--- config.mk ---
export PLATFORM = sky130hd
export DESIGN_NAME = msg_streamer
export DESIGN_NICKNAME = d
export VERILOG_FILES = /design/src/rtl/msg_streamer.sv
export SDC_FILE = /design/constraint.sdc
export NUM_CORES = 1
export LEC_CHECK = 0
export BUFFER_PORTS_ARGS = -buffer_cell sky130_fd_sc_hd__buf_2
export CAP_MARGIN = 20
export CORE_UTILIZATION = 45
export DETAILED_ROUTE_END_ITERATION = 7
export PLACE_DENSITY = 0.81
export SLEW_MARGIN = 30
export SYNTH_ARGS = -nofsm -noshare
export SYNTH_HDL_FRONTEND = slang
export SYNTH_SLANG_ARGS = --single-unit
--- constraint.sdc ---
create_clock -name clk -period 2.3 [get_ports clk]
set_input_delay 0.115 -clock clk [delete_from_list [all_inputs] [get_ports clk]]
set_output_delay 0.115 -clock clk [all_outputs]
set_load 0.02 [all_outputs]
--- src/rtl/msg_streamer.sv ---
// Message-transmit coprocessor: streams one of several parameter-stored byte
// strings to the UART TX register over rib, honouring backpressure and abort.
module msg_streamer #(
    parameter int NUM_MSG = 2,
    parameter int MAX_LEN = 16,
    parameter int SEL_W   = 2,
    parameter int CNT_W   = 5,
    parameter logic [NUM_MSG*MAX_LEN*8-1:0] MSG_DATA =
        (NUM_MSG*MAX_LEN*8)'(40'h4F_4C_4C_45_48),
    parameter logic [NUM_MSG*8-1:0] MSG_LEN = (NUM_MSG*8)'(16'h00_05),
    parameter logic [31:0] UART_ADDR = 32'h3000_0000
) (
    input  logic              clk,
    input  logic              rst,
    input  logic              start_i,
    input  logic [SEL_W-1:0]  sel_i,
    input  logic              abort_i,
    input  logic              tx_ready_i,
    output logic              ready_o,
    output logic              busy_o,
    output logic              done_o,
    output logic [1:0]        status_o,
    output logic [CNT_W-1:0]  sent_cnt_o,
    output logic              we_o,
    output logic [31:0]       waddr_o,
    output logic [31:0]       wdata_o
);

    typedef enum logic [1:0] {
        IDLE = 2'd0,
        SEND = 2'd1,
        DONE = 2'd2
    } state_t;

    localparam logic [1:0] STATUS_OK    = 2'b00;
    localparam logic [1:0] STATUS_BAD   = 2'b01;
    localparam logic [1:0] STATUS_ABORT = 2'b10;

    state_t             state_q, state_d;
    logic [CNT_W-1:0]   idx_q, idx_d;
    logic [CNT_W-1:0]   cnt_q, cnt_d;
    logic [SEL_W-1:0]   sel_q, sel_d;
    logic [1:0]         status_q, status_d;

    logic [7:0]         startLen;
    logic [7:0]         curLen;
    logic [7:0]         curByte;
    logic               selBad;
    logic               lastByte;
    logic               xfer;

    // Out-of-range selects map to length 0 so they fall into the bad-select path.
    function automatic logic [7:0] lenOf(input logic [SEL_W-1:0] s);
        logic [7:0] l;
        l = '0;
        for (int m = 0; m < NUM_MSG; m++) begin
            if (int'(s) == m) l = MSG_LEN[m*8 +: 8];
        end
        return l;
    endfunction

    always_comb begin
        curByte = '0;
        for (int m = 0; m < NUM_MSG; m++) begin
            for (int i = 0; i < MAX_LEN; i++) begin
                if (int'(sel_q) == m && int'(idx_q) == i)
                    curByte = MSG_DATA[(m*MAX_LEN+i)*8 +: 8];
            end
        end
    end

    assign startLen = lenOf(sel_i);
    assign curLen   = lenOf(sel_q);
    assign selBad   = (int'(sel_i) >= NUM_MSG) || (startLen == 8'd0);
    assign lastByte = ((8'(idx_q) + 8'd1) == curLen);
    assign xfer     = (state_q == SEND) && tx_ready_i;

    always_ff @(posedge clk) begin
        if (rst) begin
            state_q  <= IDLE;
            idx_q    <= '0;
            cnt_q    <= '0;
            sel_q    <= '0;
            status_q <= STATUS_OK;
        end else begin
            state_q  <= state_d;
            idx_q    <= idx_d;
            cnt_q    <= cnt_d;
            sel_q    <= sel_d;
            status_q <= status_d;
        end
    end

    // A transfer coinciding with abort still counts; abort status overrides ok.
    always_comb begin
        state_d  = state_q;
        idx_d    = idx_q;
        cnt_d    = cnt_q;
        sel_d    = sel_q;
        status_d = status_q;
        unique case (state_q)
            IDLE: begin
                if (start_i) begin
                    sel_d = sel_i;
                    cnt_d = '0;
                    idx_d = '0;
                    if (selBad) begin
                        status_d = STATUS_BAD;
                        state_d  = DONE;
                    end else begin
                        status_d = STATUS_OK;
                        state_d  = SEND;
                    end
                end
            end
            SEND: begin
                if (xfer) begin
                    idx_d = idx_q + 1'b1;
                    cnt_d = cnt_q + 1'b1;
                    if (lastByte) state_d = DONE;
                end
                if (abort_i) begin
                    status_d = STATUS_ABORT;
                    state_d  = DONE;
                end
            end
            DONE: begin
                state_d = IDLE;
            end
            default: begin
                state_d = IDLE;
            end
        endcase
    end

    assign ready_o    = (state_q == IDLE);
    assign busy_o     = (state_q == SEND) || (state_q == DONE);
    assign done_o     = (state_q == DONE);
    assign we_o       = (state_q == SEND);
    assign waddr_o    = we_o ? UART_ADDR : 32'h0;
    assign wdata_o    = we_o ? {24'h0, curByte} : 32'h0;
    assign status_o   = status_q;
    assign sent_cnt_o = cnt_q;

endmodule

==> results of run 1 <==
[per-stage QoR]
stage,std cells,worst slack [ps],setup TNS [ps],total power [mW],hold WS (ps)
2_1_floorplan,252,249,0,0.542,184
3_3_place_gp,257,224,0,0.500,402
3_5_place_dp,257,176,0,0.503,404
4_1_cts,260,62.7,0,0.649,92.6
5_1_grt,261,-4.80,-7.87,0.687,105
6_report,261,151,0,0.646,98.8
[Yosys cell counts, drive strengths merged, types with 2 or more instances]
library cell  count  area [um^2]
buf              61          453
a21oi            16         80.1
dfxtp            16          320
nor2             15         56.3
ha                9          113
nand2b            8         50.1
nand2             7         28.8
inv               6         22.5
nand3             6         30.0
nor3              6         30.0
or3               5         31.3
clkbuf            4         15.0
o21ai             4         20.0
xor2              4         35.0
a22oi             3         22.5
and3              2         12.5
mux2              2         22.5
[cell families after synthesis]
kind of cell               after synthesis  synth area share
and+or+nand+nor                         59             0.207
adders and majority gates                9            0.0744
DFF                                     16             0.212
muxes                                    3            0.0215
buffers and inverters                   71             0.324
AOI/OAI and AO/OA                       33             0.136
xor gates and xnor gates                 4            0.0231
other                                    1           0.00248
[state kept, by name, summed over array words and instances, names as in the netlist]
register and cells:
idx_q 5, state_q 2, sel_q 2, status_o 2
sent_cnt_o 5
[critical path: cells and delay by family (launching register included)]
kind	cells	cell delay, ps
simple gates	1	380
buf+inv	2	250
flops	1	400
fa+ha+maj	1	230
compound gates	3	480
[layout make-up]
type                            count  area [um^2]  area share
Multi-Input combinational cell    165          941       0.621
Sequential cell                    16          325       0.215
Timing Repair Buffer               27          148      0.0975
Tap cell                           44         55.1      0.0364
Clock buffer                        3         22.5      0.0149
Inverter                            6         22.5      0.0149
[per-layer routing]
layer  part of all wire  wire [um]  track usage  vias to the layer above
met5                  0          0            0                        -
met4              0.013         34       0.0498                        0
met3              0.047        124       0.0195                        4
met2               0.47       1220        0.259                       55
met1               0.47       1230        0.195                      538
li1                   -          -            -                      592
[final timing paths]
| kind | slack, ps | startpoint | endpoint |
|---|---|---|---|
| max reg2reg | 360 | idx_q[0]$_SDFFE_PP0P_ | state_q[0]$_SDFFE_PP0P_ |
| min reg2reg | 500 | sel_q[1]$_SDFFE_PP0P_ | sel_q[1]$_SDFFE_PP0P_ |
| max | 150 | idx_q[0]$_SDFFE_PP0P_ | wdata_o[2] |
| min | 100 | sel_i[1] | sel_q[1]$_SDFFE_PP0P_ |
[timing repair]
item	CTS	global route
hold buffers	0	0
setup buffers	0	1
setup endpoints to repair	4	4
resized for setup	2	7
pin swaps	0	1
[power breakdown]
group,internal (mW),switching (mW),leakage [nW]
sequential,0.285,0.00753,0.131
combinational,0.0459,0.160,0.579
clock,0.0609,0.0868,0.0138
==> impl_metrics.json, run 1 <==
{
  "final_cell_area_um2": 1510,
  "numCtsBuffers": 3,
  "crit_required_ps": 2180,
  "htreeDepth": 1,
  "ir_drop_mv": 0.323,
  "path_cells": "inv_1 > ha_1 > or3_1 > a21oi_1 > o211ai_1 > a21oi_1 > buf_2",
  "wl_mm": 2.61,
  "report.final.hold_viol_count": 0,
  "critPathMaxStageDelay_ps": 400,
  "io_buffers": 24,
  "synth.yosys.warnings": 0,
  "critPathLaunchType": "flop",
  "io_pins": 82,
  "grt_antenna_before_repair": 0,
  "fp.dieW_um": 60,
  "grt_pass1_vias": 940,
  "area_growth_pct": -0.000132,
  "clock_latency_ps": 290,
  "hold_path_class": "in2reg",
  "drt_iter0_markers": 41,
  "core-area_um2": 3130,
  "ys_seq_area_frac": 0.212,
  "grt_usage": 0.151,
  "arrival_ps": 2030,
  "status": "complete, no violations",
  "cts_buffer_depth": 2,
  "rows": 20,
  "max-cap-violations": 0,
  "synth_edf_count": 0,
  "layout_commonest_cell": "conb_1",
  "ys_async_sr_fraction": 0,
  "fin_crit_ps": 2150,
  "dp_hpwl_mm": 1.96,
  "crit_fanout": 7,
  "power.leakage_nw": 0.723,
  "cts_tree": "built",
  "routedWlPerCell_um": 10.0,
  "crit_path_end_kind": "output pin",
  "final_nets": 235,
  "diodes": 0,
  "netlist_area_um2": 1510,
  "grt_pass1_wl_mm": 4.20,
  "post-route-util": 0.484,
  "max_freq_mhz": 465,
  "synth_cells": 196,
  "finalCritPeriodShare": 0.934,
  "drt.antenna.violating_nets": 0,
  "synth_cell_types": 41,
  "grt_max_degree": 15,
  "synth_top_flop_cell": "dfxtp_1",
  "clk_pin_slew_ps": 90,
  "drc": 0,
  "cp_common_cell": "a21oi_1",
  "clock-sinks": 16,
  "place_congestion": 0.877,
  "layout_common_cells": "conb_1 (57), buf_2 (22), a21oi_1 (16), nor2_1 (15), dfxtp_1 (14)",
  "dieArea_um2": 3600,
  "grt_overflow_total": 0,
  "root_buffer": "clkbuf_4",
  "final_max_slew_viol_count": 0,
  "power_density_nw_per_um2": 427,
  "placed_area_um2": 1450,
  "synth-seq-cells": 16,
  "start_util": 0.484,
  "avgSynthCellArea_um2": 7.72,
  "cpMaxStageDelayCell": "dfxtp_4",
  "whs_path_depth": 3,
  "vias": 1189,
  "r2r.worst_path.cells": 6,
  "drive_gt1_frac": 0.175,
  "num-fill-cells": 340,
  "firstDrtPassIters": 4,
  "path_class": "reg2out",
  "fp.dieH_um": 60,
  "via_per_inst": 4.56,
  "fin_skew_ps": 2.53,
  "setup_viol_count_final": 0
}
Power figures use the tool's default switching activity.
==> inputs of run 2 (changes only) <==
--- a/config.mk
+++ b/config.mk
@@ -10,6 +10,7 @@
 export CORE_UTILIZATION = 45
 export DETAILED_ROUTE_END_ITERATION = 7
 export PLACE_DENSITY = 0.81
+export REMOVE_ABC_BUFFERS = 1
 export SLEW_MARGIN = 30
 export SYNTH_ARGS = -nofsm -noshare
 export SYNTH_HDL_FRONTEND = slang
==> constraint.sdc (replaced) <==
create_clock -name clk -period 2.3 [get_ports clk]
set_input_delay 0.115 -clock clk [delete_from_list [all_inputs] [get_ports clk]]
set_output_delay 0.115 -clock clk [all_outputs]
set_load 0.1 [all_outputs]
==> run 2 against run 1 <==
Compared with the run above: total power rose by 71%; clock power increased by 30%; non-clock buffer count is 5 higher; sequential power about the same; worst hold slack got worse by 18 ps; cell area rose by 12%; global-route usage increased by 0.46 points; first-iteration DRC count shrank 37%; critical path type unchanged; critical endpoint is now wdata_o[3]; largest cell class unchanged; highest routed layer unchanged.
==> impl_metrics.json, run 2 (synthesized netlist as in run 1, its figures left out) <==
{
  "status": "complete, no violations",
  "core-area_um2": 3130,
  "hp-start": "sel_i[1]",
  "fp.dieH_um": 60,
  "post-route-util": 0.541,
  "final_nets": 240,
  "grt_pass1_wl_mm": 4.29,
  "worst_slack_ps": 77.6,
  "r2r_setup_slack_ps": 370,
  "rows": 20,
  "grt_antenna_before_repair": 0,
  "htreeDepth": 1,
  "via_per_inst": 4.61,
  "clock_latency_ps": 300,
  "cts_tree": "built",
  "holdWs_ps": 80.4,
  "crit_fanout": 4,
  "area_growth_pct": 11.7,
  "r2r.worst_path.cells": 6,
  "hold_path_class": "in2reg",
  "met3_wirelength_um": 188,
  "whs_path_depth": 3,
  "r2r_end": "state_q[0]$_SDFFE_PP0P_",
  "diodes": 0,
  "root_buffer": "clkbuf_4",
  "firstDrtPassIters": 4,
  "wl_mm": 2.81,
  "fin_crit_ps": 2220,
  "place_congestion": 0.892,
  "report.final.hold_viol_count": 0,
  "grt_max_degree": 16,
  "wl_met1_mm": 1.29,
  "max_freq_mhz": 450,
  "grt_overflow_total": 0,
  "final_max_slew_viol_count": 0,
  "dieArea_um2": 3600,
  "finalCritPeriodShare": 0.966,
  "clk_pin_slew_ps": 100,
  "ir_drop_mv": 0.575,
  "hold_buffers": 0,
  "grt_pass1_vias": 991,
  "routedWlPerCell_um": 10.5,
  "vias": 1231,
  "drt.antenna.violating_nets": 0,
  "max-cap-violations": 0,
  "fp.dieW_um": 60,
  "dp_hpwl_mm": 2.01,
  "rsz0062_at_grt": "true",
  "drt_iter0_markers": 26,
  "io_buffers": 24,
  "numCtsBuffers": 3,
  "crit_path_end_kind": "output pin",
  "drive_gt1_frac": 0.251,
  "drc": 0,
  "arrival_ps": 2110,
  "fin_skew_ps": 7.20,
  "critPathLaunchType": "flop",
  "io_pins": 82,
  "regToRegStartpoint": "idx_q[0]$_SDFFE_PP0P_",
  "clock-sinks": 16,
  "dr.max_layer_used": "met4",
  "power.leakage_nw": 0.769,
  "start_util": 0.484,
  "grt_usage": 0.156,
  "crit_required_ps": 2180,
  "min_to": "sel_q[1]$_SDFFE_PP0P_",
  "wl_met2_mm": 1.26,
  "layout_common_cells": "conb_1 (57), buf_2 (19), nor2_1 (15), dfxtp_1 (13), a21oi_1 (12)",
  "power_density_nw_per_um2": 653,
  "layout_commonest_cell": "conb_1",
  "placed_area_um2": 1530,
  "setup_viol_count_final": 0,
  "final_cell_area_um2": 1690,
  "crit_path_start": "idx_q[0]$_SDFFE_PP0P_",
  "cts_buffer_depth": 2,
  "pre_cts_slack_ps": 193,
  "path_class": "reg2out"
}
==> run 2: cell types whose count changed in the layout (fill, tap and decap cells not counted), sizes merged <==
cell / delta
buf: +5
clkbuf: +1
==> run 2: layer usage <==
metal | GRT usage | vias up
met1 | 0.217 | 550
met3 | 0.0195 | 7
met2 | 0.240 | 70
met4 | 0.0698 | 0
li1 | - | 604
met5 | 0 | -
==> run 2: worst max-delay path, cell delays in order, from the launching register on <==
cell and delay [ps]:
dfxtp_4 380, ha_4 160, buf_6 120, or3_4 370
a21oi_2 150, o211ai_1 180, nor2_1 240, buf_12 200
==> run 2: stage by stage <==
stage | total power [mW] | instances | setup TNS [ps]
after CTS | 1.11 | 265 | 0
after global routing | 1.14 | 267 | -13.8
final | 1.10 | 267 | 0
after global placement | 0.912 | 258 | 0
after detailed placement | 0.914 | 258 | 0
after floorplan | 0.870 | 187 | -31760
==> run 2: final cells by class <==
class,count,area [um^2]
inverters,6,22.5
fillers,302,1440
flip-flops and latches,16,329
well taps,44,55.1
multi-input cells,165,990
repair buffers,32,259
clock buffers,4,36.3
==> run 2: worst max path at each step <==
stage | end | slack [ps] | depth (start not counted)
CTS | wdata_o[3] | 4 | 7
floorplan | wdata_o[0] | -2630 | 5
global route | wdata_o[3] | -10 | 7
finish | wdata_o[3] | 80 | 7
global placement | wdata_o[0] | 260 | 7
detailed placement | wdata_o[2] | 190 | 7
==> run 2: repair_timing <==
action                     in CTS  in global routing
setup buffers                   3                  2
resized for setup              12                 11
setup endpoints to repair       4                  4
pin swaps                       5                  6
==> run 2: power by group <==
group	leakage (nW)	internal [mW]	total, mW	switching [mW]
Combinational	0.616	0.0503	0.621	0.571
Sequential	0.132	0.284	0.291	0.00753
Clock	0.0210	0.0966	0.193	0.0962
==> inputs of run 3 (changes only) <==
--- a/config.mk
+++ b/config.mk
@@ -10,6 +10,7 @@
 export CORE_UTILIZATION = 45
 export DETAILED_ROUTE_END_ITERATION = 7
 export PLACE_DENSITY = 0.81
+export RECOVER_POWER = 100
 export REMOVE_ABC_BUFFERS = 1
 export SLEW_MARGIN = 30
 export SYNTH_ARGS = -nofsm -noshare
==> run 3 against run 2 <==
Compared with the run above: sequential power barely moved; flip-flop and latch count unchanged; largest cell class unchanged; critical path type unchanged; largest power group unchanged; cell area decreased by 0.89%.
==> impl_metrics.json, run 3 (synthesized netlist as in run 1, its figures left out) <==
{
  "grt_pass1_vias": 991,
  "dp_cells": 258,
  "crit_path_end": "wdata_o[3]",
  "rows": 20,
  "finalPower_mw": 1.10,
  "critPathMaxStageDelay_ps": 380,
  "status": "complete, no violations",
  "crit_path_start": "idx_q[0]$_SDFFE_PP0P_",
  "r2r_setup_slack_ps": 340,
  "crit_required_ps": 2180,
  "r2r_end": "idx_q[2]$_SDFFE_PP0P_",
  "fin_skew_ps": 7.13,
  "critPathLaunchType": "flop",
  "crit_fanout": 4,
  "post-route-util": 0.536,
  "place_congestion": 0.892,
  "htreeDepth": 1,
  "root_buffer": "clkbuf_4",
  "p_int_uw": 425,
  "grt_overflow_total": 0,
  "multi_input_area_um2": 990,
  "use_met3": 0.0195,
  "regToRegStartpoint": "state_q[0]$_SDFFE_PP0P_",
  "cpMaxStageDelayCell": "dfxtp_4",
  "met2_usage": 0.240,
  "dp_hpwl_mm": 2.01,
  "clock-sinks": 16,
  "tightest_slew_ps": 1170,
  "grt_util_met1": 0.217,
  "io_pins": 82,
  "power.leakage_nw": 0.727,
  "relSlewSlack": 0.222,
  "hold_buffers": 0,
  "clk_pin_slew_ps": 100,
  "rsz0062_at_grt": "true",
  "grt_usage": 0.156,
  "crit_buf_inv": 2,
  "layout_common_cells": "conb_1 (57), nor2_1 (15), dfxtp_1 (13), a21oi_1 (12), clkbuf_1 (9)",
  "finalCritPeriodShare": 0.969,
  "hp-start": "sel_i[1]",
  "register_area_um2": 329,
  "drt_iter0_markers": 30,
  "clock_latency_ps": 300,
  "grt_antenna_before_repair": 0,
  "start_util": 0.484,
  "grt_max_degree": 16,
  "dieArea_um2": 3600,
  "layout_commonest_cell": "conb_1",
  "io_buffers": 24,
  "combinationalPowerShare": 0.560,
  "core-area_um2": 3130,
  "final_nets": 240,
  "vias": 1244,
  "diodes": 0,
  "cp.depth": 7,
  "holdWs_ps": 80.3,
  "cts_tree": "built",
  "max_freq_mhz": 449,
  "num-fill-cells": 308,
  "drive_gt1_frac": 0.202,
  "routedWlPerCell_um": 10.5,
  "path_cells": "ha_4 > buf_6 > or3_4 > a21oi_2 > o211ai_1 > nor2_1 > buf_12",
  "r2r.worst_path.cells": 7,
  "report.final.hold_viol_count": 0,
  "top_usage_layer": "met2",
  "crit_path_end_kind": "output pin",
  "p_seq_frac": 0.265,
  "switching_share": 0.614,
  "clkPwrFrac": 0.176,
  "cts_buffer_depth": 2,
  "firstDrtPassIters": 4,
  "drc": 0,
  "fp.dieH_um": 60,
  "area_growth_pct": 10.7,
  "arrival_ps": 2110,
  "power_density_nw_per_um2": 656,
  "fin_crit_ps": 2230,
  "final_max_slew_viol_count": 0,
  "cp_top_family": "simple AND/OR/NAND/NOR gates",
  "setup_viol_count_final": 0,
  "grt_pass1_wl_mm": 4.29,
  "drt.antenna.violating_nets": 0,
  "final_cells": 267,
  "via_per_inst": 4.66,
  "numCtsBuffers": 3,
  "hold_path_class": "in2reg",
  "switching_power_uw": 675,
  "fp.dieW_um": 60,
  "ir_drop_mv": 0.569,
  "wl_mm": 2.81,
  "max-cap-violations": 0,
  "path_class": "reg2out"
}
## run 3: cell count changes in the layout (fill, tap and decap cells not counted)
cell | before | now
mux2_2 | 2 | 1
mux2_1 | 0 | 1
buf_1 | 0 | 1
buf_2 | 19 | 6
clkbuf_1 | 0 | 9
buf_4 | 7 | 6
clkbuf_2 | 0 | 4
## run 3: worst min-delay path by stage
stage | to | slack, ps | cells after the start
floorplan | idx_q[2]$_SDFFE_PP0P_ | 180 | 1
global placement | sel_q[1]$_SDFFE_PP0P_ | 400 | 3
detailed placement | sel_q[1]$_SDFFE_PP0P_ | 400 | 3
CTS | sel_q[1]$_SDFFE_PP0P_ | 80 | 3
global route | sel_q[0]$_SDFFE_PP0P_ | 90 | 3
finish | sel_q[1]$_SDFFE_PP0P_ | 80 | 3
## run 3: power groups by stage
| stage | clock, mW | sequential (mW) | combinational (mW) |
|---|---|---|---|
| 4_1_cts | 0.198 | 0.292 | 0.618 |
| 3_5_place_dp | 0 | 0.300 | 0.614 |
| 3_3_place_gp | 0 | 0.300 | 0.613 |
| 2_1_floorplan | 0 | 0.319 | 0.551 |
| 6_report | 0.193 | 0.291 | 0.616 |
| 5_1_grt | 0.212 | 0.293 | 0.634 |
## run 3: routing by layer
layer	part of all wire	vias up
met3	0.055	7
met5	0	-
met4	0.022	0
li1	-	606
met1	0.46	568
met2	0.46	63
## run 3: worst register-to-register path, cell delays in order (launching register included)
cell	delay [ps]
dfxtp_1	350
inv_1	100
ha_1	180
clkbuf_1	320
mux2_1	450
nand2_1	200
o21ai_0	120
a21oi_1	150
## run 3: repair_timing
| action | CTS | global route |
|---|---|---|
| setup buffers | 3 | 2 |
| pin swaps | 5 | 6 |
| gates resized for setup | 12 | 11 |
| setup endpoints to repair | 4 | 4 |
## run 3: area by class of cell
type | instances | share of cell area
multi-input cells | 165 | 0.590
flip-flops and latches | 16 | 0.196
repair buffers | 32 | 0.146
well taps | 44 | 0.0328
clock buffers | 4 | 0.0216
inverters | 6 | 0.0134
## run 3: stage by stage
step	area, um^2	TNS [ps]	setup slack (ps)
after floorplan	1260	-31760	-2630
after global placement	1530	0	258
after CTS	1630	0	4.22
final	1680	0	70.9
after detailed placement	1530	0	193
after global routing	1680	-13.8	-13.8
